### src/rtl/regfile_pkg.sv
// Shared definitions for the general-purpose register file and the logic
// that sits in front of its single write port.
package regfile_pkg;

  localparam int REG_ADDR_W = 5;
  localparam int REG_DATA_W = 32;
  localparam int NUM_REGS   = 32;

  localparam logic [REG_ADDR_W-1:0] REG_ZERO = 5'd0;

  typedef logic [REG_ADDR_W-1:0] reg_addr_t;
  typedef logic [REG_DATA_W-1:0] reg_data_t;
  typedef logic [NUM_REGS-1:0]   reg_mask_t;

  // Which requester owns the write port in the current cycle
  typedef enum logic [1:0] {
    GRANT_NONE = 2'd0,
    GRANT_A    = 2'd1,
    GRANT_B    = 2'd2
  } grant_e;

  // One-hot decode of a register address into a bitmap position
  function automatic reg_mask_t reg_onehot(input reg_addr_t addr);
    reg_mask_t mask;
    mask       = '0;
    mask[addr] = 1'b1;
    return mask;
  endfunction

endpackage

### src/rtl/regfile_scoreboard.sv
// Busy bitmap of registers awaiting a long-latency result. Provides the
// issue acceptance check and the three decode-stage hazard checks.
// Register 0 is never busy, so it can never stall or hit a hazard.
module regfile_scoreboard
  import regfile_pkg::*;
(
  input  logic      clk,
  input  logic      rst,
  input  logic      set_en,
  input  reg_addr_t set_addr,
  input  logic      clr_en,
  input  reg_addr_t clr_addr,
  input  reg_addr_t issue_addr,
  output logic      issue_ready,
  input  reg_addr_t chk_rs,
  input  reg_addr_t chk_rt,
  input  reg_addr_t chk_rd,
  input  logic [2:0] chk_en,
  output logic      hazard,
  output reg_mask_t busy
);

  reg_mask_t busy_next;

  // Next bitmap: drain clears first, then a new issue sets; bit 0 pinned low
  always_comb begin
    busy_next = busy;
    if (clr_en) begin
      busy_next = busy_next & ~reg_onehot(clr_addr);
    end
    if (set_en) begin
      busy_next = busy_next | reg_onehot(set_addr);
    end
    busy_next[0] = 1'b0;
  end

  // Bitmap register, wiped by reset together with the pipeline flush
  always_ff @(posedge clk or posedge rst) begin
    if (rst) begin
      busy <= '0;
    end else begin
      busy <= busy_next;
    end
  end

  // Issue and hazard checks look only at the registered bitmap, so a
  // same-cycle drain of the destination still rejects the issue
  always_comb begin
    issue_ready = (issue_addr == REG_ZERO) || !busy[issue_addr];
    hazard      = (chk_en[0] && busy[chk_rs]) ||
                  (chk_en[1] && busy[chk_rt]) ||
                  (chk_en[2] && busy[chk_rd]);
  end

endmodule

### src/rtl/regfile_wb_arbiter.sv
// Write-port arbiter for the register file. The pipeline writeback (A) is
// never back-pressured; long-latency results (B) wait in a one-entry buffer
// and take the port whenever A is idle or targets r0. A saturating counter
// tracks how long a held result has been losing and raises a front-end stall.
module regfile_wb_arbiter
  import regfile_pkg::*;
#(
  parameter int STARVE_LIMIT = 4
) (
  input  logic       clk,
  input  logic       rst,
  input  logic       wbA_we_i,
  input  reg_addr_t  wbA_addr_i,
  input  reg_data_t  wbA_data_i,
  input  logic       reqB_valid_i,
  input  reg_addr_t  reqB_addr_i,
  input  reg_data_t  reqB_data_i,
  output logic       reqB_ready_o,
  input  logic       issue_valid_i,
  input  reg_addr_t  issue_addr_i,
  output logic       issue_ready_o,
  input  reg_addr_t  chk_rs_i,
  input  reg_addr_t  chk_rt_i,
  input  reg_addr_t  chk_rd_i,
  input  logic [2:0] chk_en_i,
  output logic       hazard_o,
  output logic       stall_o,
  output logic       writeEnable_o,
  output reg_addr_t  writeAddr_o,
  output reg_data_t  writeData_o,
  output reg_mask_t  busy_o
);

  localparam logic [2:0] STARVE_THRESH = 3'(STARVE_LIMIT);

  logic      hold_valid;
  reg_addr_t hold_addr;
  reg_data_t hold_data;
  logic [2:0] starve_cnt;
  grant_e    grant;
  logic      a_wins;
  logic      drain;
  logic      issue_set;

  // Grant: A with a real destination first, then the held result
  always_comb begin
    a_wins = wbA_we_i && (wbA_addr_i != REG_ZERO);
    grant  = GRANT_NONE;
    if (!rst) begin
      if (a_wins) begin
        grant = GRANT_A;
      end else if (hold_valid) begin
        grant = GRANT_B;
      end
    end
    drain = (grant == GRANT_B);
  end

  // Drive the register file port from the granted source
  always_comb begin
    writeEnable_o = 1'b0;
    writeAddr_o   = REG_ZERO;
    writeData_o   = '0;
    case (grant)
      GRANT_A: begin
        writeEnable_o = 1'b1;
        writeAddr_o   = wbA_addr_i;
        writeData_o   = wbA_data_i;
      end
      GRANT_B: begin
        writeEnable_o = (hold_addr != REG_ZERO);
        writeAddr_o   = hold_addr;
        writeData_o   = hold_data;
      end
      default: begin
        writeEnable_o = 1'b0;
      end
    endcase
  end

  assign reqB_ready_o = !hold_valid && !rst;

  // Holding buffer: capture on handshake, release on drain
  always_ff @(posedge clk or posedge rst) begin
    if (rst) begin
      hold_valid <= 1'b0;
      hold_addr  <= REG_ZERO;
      hold_data  <= '0;
    end else if (drain) begin
      hold_valid <= 1'b0;
    end else if (reqB_valid_i && reqB_ready_o) begin
      hold_valid <= 1'b1;
      hold_addr  <= reqB_addr_i;
      hold_data  <= reqB_data_i;
    end
  end

  // Starvation counter: counts edges a held result loses to A, saturates at 7
  always_ff @(posedge clk or posedge rst) begin
    if (rst) begin
      starve_cnt <= 3'd0;
    end else if (!hold_valid || drain) begin
      starve_cnt <= 3'd0;
    end else if ((grant == GRANT_A) && (starve_cnt != 3'd7)) begin
      starve_cnt <= starve_cnt + 3'd1;
    end
  end

  assign stall_o   = (starve_cnt >= STARVE_THRESH);
  assign issue_set = issue_valid_i && issue_ready_o && (issue_addr_i != REG_ZERO);

  regfile_scoreboard u_scoreboard (
    .clk         (clk),
    .rst         (rst),
    .set_en      (issue_set),
    .set_addr    (issue_addr_i),
    .clr_en      (drain),
    .clr_addr    (hold_addr),
    .issue_addr  (issue_addr_i),
    .issue_ready (issue_ready_o),
    .chk_rs      (chk_rs_i),
    .chk_rt      (chk_rt_i),
    .chk_rd      (chk_rd_i),
    .chk_en      (chk_en_i),
    .hazard      (hazard_o),
    .busy        (busy_o)
  );

endmodule
### config.mk
export PLATFORM = sky130hd
export DESIGN_NAME = regfile_wb_arbiter
export DESIGN_NICKNAME = d
export VERILOG_FILES = /design/src/rtl/regfile_pkg.sv /design/src/rtl/regfile_scoreboard.sv /design/src/rtl/regfile_wb_arbiter.sv
export SDC_FILE = /design/constraint.sdc
export NUM_CORES = 1
export LEC_CHECK = 0
export BUFFER_PORTS_ARGS = -buffer_cell sky130_fd_sc_hd__buf_2
export CAP_MARGIN = 25
export CORE_MARGIN = 1.5
export CORE_UTILIZATION = 45
export DETAILED_ROUTE_END_ITERATION = 10
export PLACE_DENSITY = 0.77
export SYNTH_ARGS = -nofsm -noshare
export SYNTH_HDL_FRONTEND = slang
export SYNTH_HIERARCHICAL = 1
export SYNTH_SLANG_ARGS = --single-unit
### constraint.sdc
create_clock -name clk -period 2.2 [get_ports clk]
set_clock_uncertainty 0.05 [all_clocks]
set_input_delay 0.11 -clock clk [delete_from_list [all_inputs] [get_ports clk]]
set_output_delay 0.11 -clock clk [all_outputs]
set_load 0.02 [all_outputs]
; After elaboration in Yosys (flattened, before gate mapping)
; Cells that the tools add are included.
; W data, S select, Z words.
[totals]
elab_cells = 70
output_inout_bits = 74
register_bits = 72
input_bits = 102
[classes]
n_addsub = 1
n_reduce_logical = 25
eq_ne = 3
n_mux = 24
bitwise_logic = 4
order_cmp = 8
[ops]
columns = op, n
row1 = $mux W32, 2
row2 = $pmux W32 S2, 1
row3 = $and A32 B32 Y32, 1
row4 = $not A32 Y32, 1
row5 = $or A32 B32 Y32, 1
row6 = $lt A5 B6 Y1 const B, 5
row7 = $bmux W1 S5, 4
row8 = $reduce_bool A5 Y1, 3
row9 = $logic_and A1 B1 Y1, 11
row10 = $demux W1 S5, 2
row11 = $ge A5 B1 Y1 const B, 2
row12 = $pmux W5 S2, 1
row13 = $mux W1, 8
row14 = $mux W2, 3
row15 = $mux W3, 2
row16 = $logic_not A5 Y1, 1
row17 = $logic_or A1 B1 Y1, 4
row18 = $reduce_bool A2 Y1, 2
row19 = $add A3 B1 Y3 const B, 1
row20 = $ge A3 B3 Y1 const B, 1
row21 = $logic_not A1 Y1, 3
row22 = $ne A3 B3 Y1 const B, 1
row23 = $eq A2 B1 Y1 const B, 1
row24 = $eq A2 B2 Y1 const B, 1
row25 = 3 further kinds, 3

; Logic depth before layout (Yosys ltp)
; Gate-level depths: netlist of run 1.
[depth]
depth_word = 9
mapped_depth = 9

; Cells and area by module
; The synthesis of run 1 kept the hierarchy.
[by_module_without_submodules]
columns = mod, cells_per_inst, area_per_inst_um2, n_inst
row1 = regfile_scoreboard, 233, 2411.1, 1
row2 = regfile_wb_arbiter, 206, 2363.5, 1

; Least setup slack after synthesis of run 1
; No wires, ideal clock.
[synth_timing]
path_kind = reg2reg
startpoint = reg u_scoreboard.busy[15]
endpoint = reg u_scoreboard.busy[8]
path_buffers = 0
required_time_ps = 2067
t_arrival_ps = 2927
stages_incl_launch_ff = 7
setup_slack_ps = -859
cell_sequence = dfrtp_1 -> mux4_2 -> mux4_2 -> o21ai_0 -> o311a_1 -> or3b_2 -> o21ai_0
[synth_between]
elab_chain_len = 7
[synth_rtl]
columns = element, line
row1 = "start, declared", regfile_scoreboard.sv:20  ; output reg_mask_t busy
row2 = "start signal, assigned", regfile_scoreboard.sv:42  ; busy <= busy_next;
row3 = $bmux W1 S5, regfile_scoreboard.sv:49  ; issue_ready = (issue_addr == REG_ZERO) || !busy[issue_addr];
row4 = $mux W1 (not written as such), regfile_scoreboard.sv:49
row5 = $logic_not A1 Y1, regfile_scoreboard.sv:49
row6 = $logic_or A1 B1 Y1, regfile_scoreboard.sv:49
row7 = named net issue_ready_o, regfile_wb_arbiter.sv:21  ; output logic issue_ready_o,
row8 = $logic_and A1 B1 Y1 (2 in a row), regfile_wb_arbiter.sv:110  ; assign issue_set = issue_valid_i && issue_ready_o && (issue_addr_i != REG_ZERO);
row9 = named net issue_set, regfile_wb_arbiter.sv:43  ; logic issue_set;
row10 = $mux W32, regfile_scoreboard.sv:31  ; if (set_en) begin
row11 = named net u_scoreboard.busy_next[8], regfile_scoreboard.sv:23  ; reg_mask_t busy_next;
; The timed path passes the listed nets, and every way through them passes these cells. The select of a mux whose other input is x is not followed.
; A chain may end at the register's enable or synchronous reset.

; Worst setup path after layout of run 1
[layout_timing]
startpoint = reg u_scoreboard.busy[15]
endpoint = reg u_scoreboard.busy[12]
[layout_between]
elab_chain_len = 7
[layout_rtl]
columns = element, line
row1 = $bmux W1 S5, regfile_scoreboard.sv:49
row2 = $mux W1 (not written as such), regfile_scoreboard.sv:49
row3 = $logic_not A1 Y1, regfile_scoreboard.sv:49
row4 = $logic_or A1 B1 Y1, regfile_scoreboard.sv:49
row5 = $logic_and A1 B1 Y1 (2 in a row), regfile_wb_arbiter.sv:110
row6 = named net issue_set, regfile_wb_arbiter.sv:43
row7 = $mux W32, regfile_scoreboard.sv:31
row8 = named net u_scoreboard.busy_next[12], regfile_scoreboard.sv:23
; The timed path passes the listed nets, and every way through them passes these cells. The select of a mux whose other input is x is not followed.

==> flow_summary.toml, run 1 <==
[cells_and_area]
post-route-util_pct = 70.6
drive_above_1_share_pct = 54.4
final_cell_mix = "162 x buf_2, 67 x buf_4, 63 x dfrtp_1, 38 x nor2_1, 38 x dlygate4sd3_1"
nets = 827
area_delta_synth_final_pct = 52.8
layout_commonest_cell = "buf_2"
n_antenna_cell = 0
finalNonFillerCells = 860

[cts]
numCtsBuffers = 9
cts_tree = "built"
clkSlewWorstSetupHoldPaths_ps = 80
cts.sinks = 72
cts.htree.levels = 3
clk_latency_ps = 350
root_buffer = "clkbuf_8"
cts_buffer_depth = 2

[synthesis]
ys_seq_elements = 72
syn_avg_cell_area_um2 = 10.9
syn_nets = 547
yosysUniqueCellTypes = 42
synth.yosys.seq_area_share_pct = 37.7
synth_top_flop_cell = "dfrtp_1"
netlist_area_um2 = 4770
synth_edf_count = 0
yosysWarnings = 6
syn_inst = 439
ys_async_sr_fraction_pct = 100

[route]
vias_per_cell = 6.28
dr.pass1.iters = 5
dr_total_vias = 5402
drtIter0Drc = 558
wirelength_mm = 19.5
wl_per_cell_um = 22.7
postRouteAntennaNets = 0
drc = 0

[pwr]
cellLeakagePower_nw = 3.38
p_sw_mw = 3.05
powerDensity_nw_per_um2 = 1050
seq_power_share_pct = 31.8
ir_worst_vdd_mv = 0.522
p_int_mw = 4.62
p_sw_share_pct = 39.8
comb_power_share_pct = 53.7
pwr-share-clk_pct = 14.6

[placed_design]
place_congestion = 0.926
place_ws_ps = -338
dpl.cell_count = 793
dp.final_hpwl_mm = 11.9
portBuffers = 174

[floorplan]
num_rows = 37
fp.coreArea_um2 = 10300
io_pins = 176
die_h_um = 106
die_area_um2 = 11200
start_util_pct = 46.2
die_w_um = 106

[run]
max-cap-violations = 0

[timing]
timing_hold_violations_final = 0
min_period_ps = 2540
clock.fmax_mhz = 393
finalMaxSlewViolations = 0
worst_slack_ps = -343
finalCritPeriodShare_pct = 116
slew_headroom_pct = 42.8
tightestPinTransition_ps = 857
grt_setup_unrepaired = "true"
setup_viol_count_final = 50

[outcome]
violations = "setup timing"
status = "finished with violations"

[critical_path]
endpoint_kind = "flop"
cp-start-kind = "flop"
critPathKind = "reg2reg"
cp.required_ps = 2420
reg2reg_depth = 6
critical_path_arrival_ps = 2760
crit_fanout = 7

[global_routing]
antenna_found_initial = 0
grt_pass1_wl_mm = 27.6
grt.total_usage_pct = 31.6
grt_overflow_total = 0
grt_max_degree = 43
grt_pass1_vias = 5360

[worst_hold_path]
holdPathStages = 3
holdCritPathClass = "in2reg"
## routing by layer
metal  GRT usage [%]  vias up  wire length, µm
li1                -     2236                -
met1            37.9     2596             6860
met2            54.9      470             9680
met3            6.81      100             2000
met4            13.6        0              960
met5               0        -                0
## Yosys cell counts, types with 12 or more instances
library cell	count	area, µm²
mux2_2	15	169
mux4_2	16	360
o21ai_0	66	330
nand3b_1	13	97.6
mux2_4	30	450
a22oi_1	40	300
nand2_1	13	48.8
nand3_1	12	60.1
nor2_1	47	176
mux2i_1	19	190
clkbuf_1	15	56.3
dfrtp_1	72	1800
## final timing paths
kind	to	slack, ps	from
setup / recovery	u_scoreboard/busy[12]	-340	u_scoreboard/busy[15]
hold / removal	hold_valid	10	reqB_valid_i
setup reg to reg	u_scoreboard/busy[12]	-340	u_scoreboard/busy[15]
hold reg to reg	hold_data[27]	470	hold_data[27]
max in group asynchronous	u_scoreboard/busy[19]	800	rst
min in group asynchronous	hold_valid	510	rst
## cell families after synthesis
logic type	count (synthesis)	share of synthesized area [%]
AO/OA/AOI/OAI	121	15.5
adder cells (fa/ha/maj)	6	1.57
buffers and inverters	33	4.17
flip-flops	72	37.7
multiplexers	86	27.8
other	1	0.0785
AND/OR/NAND/NOR	120	13.2
## power by group through the flow
stage / Combinational, mW / Sequential, mW / Clock, mW
global route: 4.32 / 2.48 / 1.17
finish: 4.12 / 2.44 / 1.12
detailed placement: 3.60 / 2.36 / 0
floorplan: 1.70 / 2.75 / 0
CTS: 3.89 / 2.37 / 1.11
global placement: 3.47 / 2.33 / 0
## final cells by class
type | instances | area (µm²)
clock inverter | 5 | 53.8
tap | 136 | 170
fill | 649 | 3030
clock buffer | 11 | 151
timing repair buffer | 297 | 2120
sequential | 72 | 1810
multi-input combinational | 334 | 2960
inverter | 5 | 22.5
## sequential cells by signal, indices dropped and copies added (netlist names)
register and count:
hold_data 32, u_scoreboard/busy 31, hold_addr 5, starve_cnt 3, hold_valid 1
## through the flow
stage	TNS [ps]	total power, mW	hold WS (ps)	instance area [µm²]
after floorplan	-9090	4.46	62.4	4850
after global placement	-6240	5.80	292	6310
after detailed placement	-11920	5.95	298	6310
after CTS	-6280	7.36	4.47	7140
after global routing	-12430	7.97	20.0	7290
final	-9350	7.67	12.5	7290
## critical path, stage by stage (launching register included)
cell     delay, ps
dfrtp_2        430
mux4_2         470
mux4_2         520
o21ai_4        150
o311a_1        210
or3b_4         460
o21ai_1        150
## what timing repair did
item	in CTS	in global routing
hold endpoints to repair	78	0
pin swaps	8	9
cloned	0	3
hold buffers	38	0
endpoints found under the setup margin	101	71
setup buffers	9	1
gates resized for setup	54	22
Power figures use the tool's default switching activity.
==> run 2: changes to the inputs <==
BUFFER_PORTS_ARGS = -buffer_cell sky130_fd_sc_hd__buf_4   (was -buffer_cell sky130_fd_sc_hd__buf_2)
CORE_ASPECT_RATIO = 0.8   (was default)
PLACE_DENSITY = 0.74   (was 0.77)
clock period = 2.6 ns   (was 2.2 ns; I/O delays follow)
==> flow_summary.toml, run 2 (same netlist as run 1, synthesis figures left out) <==
[global_routing]
grt_max_degree = 40
grt_pass1_vias = 4586
grt.total_usage_pct = 27.8
grt_pass1_wl_mm = 24.4
antenna_found_initial = 1
grt_overflow_total = 0

[cells_and_area]
area_delta_synth_final_pct = 47.9
top_register = "hold_data"
regArea_um2 = 1810
layout_commonest_cell = "buf_4"
largest_reg_flops = 32
drive_above_1_share_pct = 45.0
reg.largest.list = "hold_data x32, u_scoreboard/busy x31, hold_addr x5"
nets = 771
fill_cells = 740
multi_input_area_um2 = 2800
finalNonFillerCells = 807
n_antenna_cell = 0
final_cell_mix = "198 x buf_4, 63 x dfrtp_1, 58 x o21ai_0, 47 x nor2_1"

[cts]
cts.htree.levels = 3
cts_buffer_depth = 2
cts_tree = "built"
numCtsBuffers = 9
clkSlewWorstSetupHoldPaths_ps = 60
clk_latency_ps = 340
root_buffer = "clkbuf_16"
cts.sinks = 72

[pwr]
seq_power_share_pct = 34.6
cellLeakagePower_nw = 3.18
pwr-share-clk_pct = 19.7
p_total_mw = 6.35
ir_worst_vdd_mv = 0.418
p_sw_share_pct = 36.6
p_sw_mw = 2.32
p_int_mw = 4.03
comb_power_share_pct = 45.7
powerDensity_nw_per_um2 = 899

[floorplan]
die_h_um = 95.1
io_pins = 176
die_area_um2 = 11200
fp.coreArea_um2 = 10300
die_w_um = 118
start_util_pct = 46.4
num_rows = 33

[timing]
setup_viol_count_final = 0
tns_ps = 0
hold_ws_ps = 47.8
tightestPinTransition_ps = 529
min_period_ps = 2570
slew_headroom_pct = 64.5
grt_setup_unrepaired = "true"
worst_slack_ps = 28.4
clock.fmax_mhz = 389
finalCritPeriodShare_pct = 98.9
finalMaxSlewViolations = 0
timing_hold_violations_final = 0

[route]
dr_total_vias = 4717
drc = 0
wirelength_mm = 15.5
vias_per_cell = 5.85
wl_per_cell_um = 19.2
dr.pass1.iters = 5
postRouteAntennaNets = 0
drtIter0Drc = 432

[outcome]
status = "completed"

[critical_path]
cp-start-kind = "flop"
crit_fanout = 7
endpoint_kind = "flop"
critPathKind = "reg2reg"
cp.required_ps = 2810
critical_path_arrival_ps = 2780

[placed_design]
dpl.cell_count = 748
dp.final_hpwl_mm = 11.0
place_ws_ps = -24.0
place_congestion = 0.901
portBuffers = 174

[worst_hold_path]
holdCritPathClass = "in2reg"

[run]
max-cap-violations = 0
-- run 2: cell types whose count changed in the layout (fill, tap and decap cells not counted), sizes merged --
cell	delta
buf	-56
clkinv	-1
clkbuf	-1
dlygate4sd3	+2
inv	-1
-- run 2: area by class of cell --
cell class / instances / area share [%]
Timing Repair Buffer: 241 / 27.5
Multi-Input combinational cell: 334 / 39.7
Tap cell: 140 / 2.48
Sequential cell: 72 / 25.7
Clock buffer: 12 / 3.78
Clock inverter: 3 / 0.567
Inverter: 5 / 0.319
-- run 2: power by group through the flow --
stage | registers (mW) | clock network (mW) | logic (mW)
floorplan | 2.33 | 0 | 1.41
global placement | 2.16 | 0 | 2.70
detailed placement | 2.19 | 0 | 2.76
CTS | 2.17 | 1.28 | 2.83
global route | 2.26 | 1.33 | 3.09
finish | 2.19 | 1.25 | 2.90
-- run 2: metal layers --
metal  part of all wire [%]  track usage, %
met1                     41            36.2
met2                     50            45.9
met3                    7.6            7.42
met4                    1.7            8.33
met5                      0               0
-- run 2: path summary, 6_finish.rpt --
kind / from / endpoint / slack, ps / cells past startpoint
setup / recovery: u_scoreboard/busy[11] / u_scoreboard/busy[24] / 30 / 6
hold / removal: reqB_valid_i / hold_valid / 50 / 3
setup reg to reg: u_scoreboard/busy[11] / u_scoreboard/busy[24] / 30 / 6
hold reg to reg: hold_data[0] / hold_data[0] / 460 / 1
max in group asynchronous: rst / u_scoreboard/busy[10] / 1210 / 5
min in group asynchronous: rst / hold_addr[1] / 560 / 5
-- run 2: repair_timing --
action	in CTS	in global routing
hold buffers	41	0
resized for setup	0	13
endpoints found under the setup margin	0	28
buffers inserted	0	3
hold endpoints to repair	73	0
-- run 2: per-stage QoR --
| stage | area [µm²] | utilization, % |
|---|---|---|
| finish | 7060 | 68.7 |
| global route | 7060 | 68.7 |
| CTS | 7030 | 68.3 |
| detailed placement | 6300 | 61.3 |
| global placement | 6300 | 61.3 |
| floorplan | 4800 | - |
-- run 2: worst max-delay path, stage by stage, from the launching register on --
cell and delay, ps:
dfrtp_2 400, mux4_2 470, mux4_2 540, o21ai_4 160
o311a_1 230, or3b_4 460, o21ai_1 170
==> run 3: changes to the inputs <==
CAP_MARGIN = 30   (was 25)
CTS_BUF_LIST = sky130_fd_sc_hd__clkbuf_16   (was default)
PLACE_DENSITY = 0.81   (was 0.74)
==> flow_summary.toml, run 3 (same netlist as run 1, synthesis figures left out) <==
[timing]
finalCritPeriodShare_pct = 99.1
worst_slack_ps = 24.0
tightestPinTransition_ps = 680
grt_setup_unrepaired = "true"
finalMaxSlewViolations = 0
setup_viol_count_final = 0
min_period_ps = 2580
timing_hold_violations_final = 0
slew_headroom_pct = 54.5
clock.fmax_mhz = 388
tns_ps = 0

[pwr]
powerDensity_nw_per_um2 = 922
ir_worst_vdd_mv = 0.443
cellLeakagePower_nw = 3.25

[placed_design]
place_congestion = 0.919
dp.final_hpwl_mm = 11.8
dpl.cell_count = 765
place_ws_ps = 28.5
portBuffers = 174

[cells_and_area]
regArea_um2 = 1810
fill_cells = 702
n_antenna_cell = 0
layout_commonest_cell = "buf_4"
reg.largest.list = "hold_data x32, u_scoreboard/busy x31, hold_addr x5"
top_register = "hold_data"
final_cell_mix = "212 x buf_4, 63 x dfrtp_1, 58 x o21ai_0, 47 x nor2_1, 42 x dlygate4sd3_1"
drive_above_1_share_pct = 45.5
largest_reg_flops = 32
finalNonFillerCells = 824
multi_input_area_um2 = 2790
nets = 787
area_delta_synth_final_pct = 50.0

[cts]
root_buffer = "clkbuf_16"
cts.htree.levels = 3
clk_latency_ps = 330
clkSlewWorstSetupHoldPaths_ps = 60
cts_buffer_depth = 2
cts.sinks = 72
cts_tree = "built"
numCtsBuffers = 9

[critical_path]
cp.required_ps = 2790
slowest_stage = "mux4_2"
endpoint_kind = "flop"
cp_cell_sequence = "mux4_2, mux4_2, o21ai_4, o311a_1, or3b_4, o21ai_2"
critical_path_arrival_ps = 2770
cp-start-kind = "flop"
critPathTopFamily = "multiplexers"
cpPeakStageDelay_ps = 530
critPathKind = "reg2reg"
path_buf_inv = 0
crit_fanout = 7
cp_common_cell = "mux4_2"

[route]
dr.pass1.iters = 5
wl_per_cell_um = 19.8
vias_per_cell = 5.95
postRouteAntennaNets = 0
wirelength_mm = 16.3
dr_total_vias = 4901
drc = 0
drtIter0Drc = 378

[outcome]
status = "completed"

[floorplan]
num_rows = 33
die_h_um = 95.1
start_util_pct = 46.4
fp.coreArea_um2 = 10300
die_w_um = 118
io_pins = 176
die_area_um2 = 11200

[global_routing]
grt_pass1_wl_mm = 25.4
grt.total_usage_pct = 28.6
grt_max_degree = 39
grt_overflow_total = 0
antenna_found_initial = 0
grt_pass1_vias = 4915

[worst_hold_path]
holdCritPathClass = "in2reg"

[run]
max-cap-violations = 0
## run 3: cell types whose count changed in the layout (fill, tap and decap cells not counted), moves of 2 or more
| cell | previous run | this run |
|---|---|---|
| buf_4 | 198 | 212 |
| clkbuf_8 | 3 | 0 |
| buf_12 | 2 | 0 |
| buf_6 | 1 | 3 |
| dlygate4sd3_1 | 40 | 42 |
| inv_1 | 4 | 6 |
## run 3: where the power goes
group / internal (mW) / total, mW / switching [mW]
clock: 0.832 / 1.29 / 0.454
sequential: 1.65 / 2.11 / 0.462
combinational: 1.67 / 3.20 / 1.53
## run 3: final timing paths
kind / startpoint / to / slack, ps / cells past startpoint
max in group asynchronous: rst / u_scoreboard/busy[6] / 980 / 4
hold / removal: reqB_valid_i / hold_valid / 110 / 3
min in group asynchronous: rst / hold_addr[1] / 500 / 4
setup reg to reg: u_scoreboard/busy[15] / u_scoreboard/busy[8] / 20 / 6
hold reg to reg: hold_data[22] / hold_data[22] / 470 / 1
setup / recovery: u_scoreboard/busy[15] / u_scoreboard/busy[8] / 20 / 6
## run 3: area by class of cell
class / count / share of cell area [%]
multi-input cells: 334 / 39.0
repair buffers: 257 / 28.6
flip-flops and latches: 72 / 25.3
clock buffers: 9 / 3.14
well taps: 140 / 2.45
clock inverters: 7 / 1.24
inverters: 5 / 0.314
## run 3: tightest hold or removal path, delay by kind of cell
family	cells	cell delay [ps]
compound gates	2	200
buf+inv	1	90
## run 3: what timing repair did
action,CTS,global route
hold buffers,42,0
buffers inserted,0,1
hold endpoints to repair,68,0
pin swaps,0,1
resized for setup,1,12
setup endpoints to repair,1,13
## run 3: metal layers
layer / routed length [µm] / share of wire (%) / track usage [%] / up-vias
met5: 0 / 0 / 0 / -
met4: 394 / 2.4 / 11.2 / 0
met3: 1260 / 7.7 / 6.58 / 50
met2: 8140 / 50 / 49.1 / 273
met1: 6560 / 40 / 35.6 / 2424
li1: - / - / - / 2154
## run 3: metrics by stage
stage | instance area, µm² | hold WS [ps] | power (mW) | utilization (%)
5_1_grt | 7160 | 153 | 6.91 | 69.7
3_3_place_gp | 6410 | 33.6 | 5.05 | 62.4
2_1_floorplan | 4800 | 80.4 | 3.74 | -
4_1_cts | 7150 | 113 | 6.54 | 69.5
3_5_place_dp | 6410 | 43.2 | 5.17 | 62.4
6_report | 7160 | 114 | 6.60 | 69.7
